### config.mk
export PLATFORM = sky130hd
export DESIGN_NAME = mbldcm_ramp_ctrl
export DESIGN_NICKNAME = d
export VERILOG_FILES = /design/src/rtl/mbldcm_pkg.sv /design/src/rtl/mbldcm_ramp_step.sv /design/src/rtl/mbldcm_ramp_ctrl.sv
export SDC_FILE = /design/constraint.sdc
export NUM_CORES = 1
export LEC_CHECK = 0
export CORE_MARGIN = 2
export CORE_UTILIZATION = 55
export DETAILED_ROUTE_END_ITERATION = 8
export PLACE_DENSITY = 0.76
export SYNTH_ARGS = -nofsm -noshare
export SYNTH_HDL_FRONTEND = slang
export SYNTH_HIERARCHICAL = 1
export SYNTH_SLANG_ARGS = --single-unit
export TNS_END_PERCENT = 20
### constraint.sdc
create_clock -name clk -period 9.3 [get_ports clk]
set_clock_uncertainty 0.15 [all_clocks]
set_input_delay 1.86 -clock clk [delete_from_list [all_inputs] [get_ports clk]]
set_output_delay 1.86 -clock clk [all_outputs]
set_load 0.005 [all_outputs]
### src/rtl/mbldcm_pkg.sv
// Shared constants and state encoding for the BLDC speed-ramp sequencer.
// Also used by the Avalon-MM register interface.
package mbldcm_pkg;

   localparam int unsigned FREQ_WIDTH_DEF     = 32;
   localparam int unsigned STEP_WIDTH_DEF     = 16;
   localparam int unsigned DWELL_WIDTH_DEF    = 24;
   localparam int unsigned TIMEOUT_CYCLES_DEF = 1000000;

   typedef enum logic [2:0] {
      ST_IDLE      = 3'd0,
      ST_CALC      = 3'd1,
      ST_LATCH     = 3'd2,
      ST_WAIT_REFL = 3'd3,
      ST_DWELL     = 3'd4,
      ST_DONE      = 3'd5
   } ramp_state_e;

   // Counter width able to hold 0..n-1, never narrower than one bit.
   function automatic int unsigned cnt_width(input int unsigned n);
      return (n > 1) ? $clog2(n) : 1;
   endfunction

endpackage

### src/rtl/mbldcm_ramp_step.sv
// Next frequency-target value: one step toward the goal, saturating at the goal.
// A zero step means a single jump straight to the goal.
module mbldcm_ramp_step
   import mbldcm_pkg::*;
#(
   parameter int unsigned FREQ_WIDTH = FREQ_WIDTH_DEF,
   parameter int unsigned STEP_WIDTH = STEP_WIDTH_DEF
) (
   input  logic [FREQ_WIDTH-1:0] cur,
   input  logic [FREQ_WIDTH-1:0] goal,
   input  logic [STEP_WIDTH-1:0] step,
   output logic [FREQ_WIDTH-1:0] next_freq_c,
   output logic                  at_goal_c
);

   logic [FREQ_WIDTH-1:0] step_ext;
   logic [FREQ_WIDTH-1:0] diff;
   logic                  up;

   // Distance is taken in the direction of travel so neither subtraction can wrap.
   always_comb begin
      step_ext  = FREQ_WIDTH'(step);
      up        = (cur < goal);
      diff      = up ? (goal - cur) : (cur - goal);
      at_goal_c = (cur == goal);
      if (at_goal_c || (step == '0) || (diff <= step_ext)) begin
         next_freq_c = goal;
      end else if (up) begin
         next_freq_c = cur + step_ext;
      end else begin
         next_freq_c = cur - step_ext;
      end
   end

endmodule

### src/rtl/mbldcm_ramp_ctrl.sv
// Speed-ramp sequencer: steps the core frequency target toward a goal, one latch
// strobe per step, waiting for reflection and then dwelling before the next step.
module mbldcm_ramp_ctrl
   import mbldcm_pkg::*;
#(
   parameter int unsigned FREQ_WIDTH     = FREQ_WIDTH_DEF,
   parameter int unsigned STEP_WIDTH     = STEP_WIDTH_DEF,
   parameter int unsigned DWELL_WIDTH    = DWELL_WIDTH_DEF,
   parameter int unsigned TIMEOUT_CYCLES = TIMEOUT_CYCLES_DEF
) (
   input  logic                   clk,
   input  logic                   rst,
   input  logic                   start,
   input  logic                   abort,
   input  logic [FREQ_WIDTH-1:0]  goal_freq,
   input  logic [STEP_WIDTH-1:0]  step,
   input  logic [DWELL_WIDTH-1:0] dwell,
   input  logic                   freq_reflected,
   output logic [FREQ_WIDTH-1:0]  freq_target,
   output logic                   latch_freq_target,
   output logic                   enable,
   output logic                   busy,
   output logic                   done,
   output logic                   error
);

   localparam int unsigned          TMO_WIDTH = cnt_width(TIMEOUT_CYCLES);
   localparam logic [TMO_WIDTH-1:0] TMO_LAST  = TMO_WIDTH'(TIMEOUT_CYCLES - 1);

   ramp_state_e            state, state_n;
   logic [FREQ_WIDTH-1:0]  goal_q, freq_n, next_freq;
   logic [STEP_WIDTH-1:0]  step_q;
   logic [DWELL_WIDTH-1:0] dwell_q, dwell_cnt, dwell_cnt_n, dwell_last;
   logic [TMO_WIDTH-1:0]   tmo_cnt, tmo_cnt_n;
   logic                   enable_n, error_n, capture_c, at_goal;

   mbldcm_ramp_step #(
      .FREQ_WIDTH (FREQ_WIDTH),
      .STEP_WIDTH (STEP_WIDTH)
   ) u_step (
      .cur         (freq_target),
      .goal        (goal_q),
      .step        (step_q),
      .next_freq_c (next_freq),
      .at_goal_c   (at_goal)
   );

   // Next-state and next-output logic.
   always_comb begin
      state_n     = state;
      freq_n      = freq_target;
      enable_n    = enable;
      error_n     = error;
      dwell_cnt_n = dwell_cnt;
      tmo_cnt_n   = tmo_cnt;
      capture_c   = 1'b0;
      dwell_last  = (dwell_q == '0) ? '0 : (dwell_q - DWELL_WIDTH'(1));

      unique case (state)
         ST_IDLE: begin
            if (start && !abort) begin
               capture_c = 1'b1;
               error_n   = 1'b0;
               if (goal_freq != '0) enable_n = 1'b1;
               state_n   = ST_CALC;
            end
         end
         ST_CALC: begin
            if (at_goal) begin
               state_n = ST_DONE;
            end else begin
               freq_n  = next_freq;
               state_n = ST_LATCH;
            end
         end
         ST_LATCH: begin
            tmo_cnt_n = '0;
            state_n   = ST_WAIT_REFL;
         end
         ST_WAIT_REFL: begin
            if (freq_reflected) begin
               dwell_cnt_n = '0;
               state_n     = ST_DWELL;
            end else if (tmo_cnt == TMO_LAST) begin
               error_n = 1'b1;
               state_n = ST_IDLE;
            end else begin
               tmo_cnt_n = tmo_cnt + TMO_WIDTH'(1);
            end
         end
         ST_DWELL: begin
            if (dwell_cnt >= dwell_last) begin
               state_n = (freq_target == goal_q) ? ST_DONE : ST_CALC;
            end else begin
               dwell_cnt_n = dwell_cnt + DWELL_WIDTH'(1);
            end
         end
         ST_DONE: state_n = ST_IDLE;
         default: state_n = ST_IDLE;
      endcase

      // Abort freezes target and enable where they are.
      if (abort && (state != ST_IDLE)) begin
         state_n  = ST_IDLE;
         freq_n   = freq_target;
         enable_n = enable;
         error_n  = error;
      end

      if ((state_n == ST_DONE) && (goal_q == '0)) enable_n = 1'b0;
   end

   always_ff @(posedge clk or posedge rst) begin
      if (rst) begin
         state             <= ST_IDLE;
         goal_q            <= '0;
         step_q            <= '0;
         dwell_q           <= '0;
         dwell_cnt         <= '0;
         tmo_cnt           <= '0;
         freq_target       <= '0;
         latch_freq_target <= 1'b0;
         enable            <= 1'b0;
         busy              <= 1'b0;
         done              <= 1'b0;
         error             <= 1'b0;
      end else begin
         state             <= state_n;
         dwell_cnt         <= dwell_cnt_n;
         tmo_cnt           <= tmo_cnt_n;
         freq_target       <= freq_n;
         latch_freq_target <= (state_n == ST_LATCH);
         enable            <= enable_n;
         busy              <= (state_n != ST_IDLE);
         done              <= (state_n == ST_DONE);
         error             <= error_n;
         if (capture_c) begin
            goal_q  <= goal_freq;
            step_q  <= step;
            dwell_q <= dwell;
         end
      end
   end

endmodule
==> metrics.yaml <==
floorplanning:
  io_pins: 114
  initial_core_util_pct: 55.6
  rows: 59
  dieArea_um2: 27400
  die_h_um: 166
  coreArea_um2: 25800
  die_x_um: 166
grt:
  grt_pass1_vias: 12500
  grt_usage_pct: 30.9
  grt_pass1_wl_um: 68000
  grt_max_degree: 83
  antenna_found_initial: 2
  grt_overflow: 0
synth:
  syn-num-nets: 1861
  synth.most_common_cell: "dfrtp_1"
  ys.flop_type: "dfrtp_1"
  async_reset_ff_share_pct: 100
  yosysUniqueCellTypes: 81
  ys_seq_area_share_pct: 27.2
  synth-seq-cells: 156
  synth-edff-count: 0
  yosysTopAreaCell: "dfrtp_1"
  yosys_warnings: 6
  synth_cells: 1641
  synthesis.area_um2: 14400
  synth.avg_cell_area_um2: 8.76
  ys_top_cells_by_area: "dfrtp_1 (27%), ha_1 (12%), mux2_2 (8.3%), xnor2_1 (6.0%), a21oi_1 (4.4%)"
  yosysTopAreaCellShare_pct: 27.2
  synthTopCellsByCount: "dfrtp_1 (156), ha_1 (140), nand2_1 (137), a21oi_1 (126), inv_1 (114)"
layout:
  drive_gt1_share_pct: 11.0
  layoutNonFillerInstCount: 2073
  fillers: 2235
  area_delta_synth_final_pct: 13.4
  final_area_um2: 16300
  finalNetCount: 1942
sta:
  hold_viol_final: 0
  clock.fmax_mhz: 134
  slew_violations: 0
  holdWs_ns: 0.362
  min_period_ns: 7.44
  tightestPinTransition_ns: 1.15
  finalSetupTns_ns: 0
  fin_crit_sh_pct: 80.0
  relSlewSlack_pct: 23.1
  rsz0062_at_grt: "no"
  report.final.setup_viol: 0
  layout_setup_ws_ns: 1.86
worst_setup_path:
  regToRegEndpoint: "freq_target[31]$_DFFE_PP0P_"
  end_kind: "flop"
  reg2reg_from: "freq_target[0]$_DFFE_PP0P_"
  regToRegSetupSlack_ns: 1.86
  crit_slowest_cell: "o311ai_0"
  ff2ff_path_depth: 25
  worstSetupStartpointType: "flop"
  path_delay_family: "compound AO/OA/AOI/OAI gates"
  required_ns: 9.47
  worstPathArrival_ns: 7.61
  cp_max_fo: 19
  path_class: "reg -> reg"
  crit_buf_inv: 2
  slowest_delay_ns: 0.82
clocking:
  cts_inserted_buffers: 17
  cts_tree: "built"
  clockBufferDepth: 2
  ctsResizeCount: 0
  post-cts-setup-buffer-count: 0
  cts_hold_buf: 0
  htreeDepth: 4
  clk_latency_ns: 0.44
  clock-sinks: 156
  root_buffer: "clkbuf_16"
  clk_pin_slew_ns: 0.08
drt:
  vias_per_cell: 6.12
  routedWlPerCell_um: 20.5
  routed_wl_um: 42600
  ant_nets: 0
  drtIter0Drc: 1032
  drc_errors: 0
  drt_first_pass_iters: 5
  vias: 12700
worst_hold_path:
  worstHoldEndpoint: "step_q[14]$_DFFE_PP0P_"
  hp-start: "step_q[14]$_DFFE_PP0P_"
  hold_path.class: "reg -> reg"
  worst_hold_path.num_cells: 1
placed_design:
  dpl_cell_area_um2: 15700
  io_buffers: 113
  place_ws_ns: 2.06
  place.gp.congestion: 0.994
  place_inst: 2038
  dp_hpwl_um: 33000
pwr:
  ir_worst_vdd_mv: 0.269
  p_leak_nw: 7.20
  powerDensity_nw_per_um2: 432
run_status:
  status: "complete, no violations"
flow_run:
  max_cap_violations: 0
==> worst max path at each step <==
stage	slack (ns)	cells past startpoint	to	start
after floorplan	2.81	28	freq_target[28]$_DFFE_PP0P_	freq_target[0]$_DFFE_PP0P_
after global placement	2.19	26	freq_target[27]$_DFFE_PP0P_	freq_target[23]$_DFFE_PP0P_
after detailed placement	2.06	25	freq_target[27]$_DFFE_PP0P_	freq_target[0]$_DFFE_PP0P_
after CTS	2.02	25	freq_target[27]$_DFFE_PP0P_	freq_target[0]$_DFFE_PP0P_
after global routing	1.47	25	freq_target[31]$_DFFE_PP0P_	freq_target[0]$_DFFE_PP0P_
final	1.86	25	freq_target[31]$_DFFE_PP0P_	freq_target[0]$_DFFE_PP0P_
==> where the power goes <==
part | switching (mW) | internal [mW] | total, mW
logic | 2.87 | 2.23 | 5.10
registers | 0.364 | 0.871 | 1.23
clock network | 0.346 | 0.361 | 0.707
total | 3.58 | 3.46 | 7.04
==> metal layers <==
layer,vias to the layer above,share of wire (%),track usage (%)
met3,102,7.3,6.74
met4,0,4.1,14.4
met1,6096,43,40.9
met2,461,45,48.5
li1,6029,-,-
met5,-,0,0
==> flip-flops by register name, indices dropped and copies added, names as in the netlist, 3 cells and up <==
register     flops
goal_q          32
freq_target     32
tmo_cnt         20
dwell_q         24
dwell_cnt       24
step_q          16
state            3
==> cells in the final DEF, fill, tap and decap left out, drive strengths merged, types with 7 or more instances in the layout <==
cell type	instances
o31ai	9
nor2	112
nor3	30
clkbuf	18
buf	8
a211oi	12
and4	7
nand3	40
a221oi	11
and3	17
nand2b	24
a21o	46
and2	10
a31oi	9
xor2	52
dfrtp	156
o21ai	72
ha	140
inv	122
nand4	40
clkdlybuf4s50	113
mux2i	36
or3	12
nor4	37
o22ai	8
xnor2	98
o21a	17
mux2	114
nand2	138
a21oi	129
o21bai	9
nor2b	14
o211ai	7
==> layout make-up <==
| cell class | instances | area (um2) | share of cell area [%] |
|---|---|---|---|
| Antenna cell | 3 | 7.51 | 0.0461 |
| Clock buffer | 18 | 429 | 2.63 |
| Tap cell | 335 | 419 | 2.57 |
| Multi-Input combinational cell | 1311 | 9760 | 59.9 |
| Inverter | 115 | 437 | 2.68 |
| Sequential cell | 156 | 3900 | 23.9 |
| Timing Repair Buffer | 121 | 1190 | 7.31 |
| Clock inverter | 14 | 151 | 0.929 |
==> kinds of logic (layout without fill, tap and decap cells) <==
group,count (synthesis),count (layout),share of synthesized area [%]
buffers and inverters,174,268,5.08
muxes,150,150,11.6
DFF,156,156,27.2
other,0,3,0
adders and majority gates,143,143,12.6
and+or+nand+nor,504,504,18.1
xor gates and xnor gates,150,150,9.14
AOI/OAI and AO/OA,364,364,16.3
==> worst register-to-register path, stage by stage (launching register included) <==
cell	delay [ns]
dfrtp_1	0.43
inv_1	0.11
ha_1	0.14
inv_1	0.06
fa_1	0.41
a211oi_1	0.23
o21ai_1	0.14
o21ai_0	0.23
a21o_1	0.22
o21a_1	0.64
nor2_1	0.09
a21oi_1	0.24
ha_1	0.28
nor2b_1	0.13
o21ai_0	0.21
a21boi_0	0.26
o311ai_0	0.82
a211oi_1	0.22
nor3_1	0.58
o21bai_1	0.15
a2111oi_0	0.50
o31ai_1	0.21
a221oi_1	0.37
xnor2_1	0.18
mux2i_1	0.08
mux2_2	0.27
==> through the flow <==
stage / util (%) / total power [mW]
floorplan: - / 4.87
global placement: 60.8 / 6.13
detailed placement: 60.8 / 6.20
CTS: 63.1 / 6.95
global route: 63.1 / 7.59
finish: 63.1 / 7.04
No activity file was read; power rests on OpenSTA's default activity.
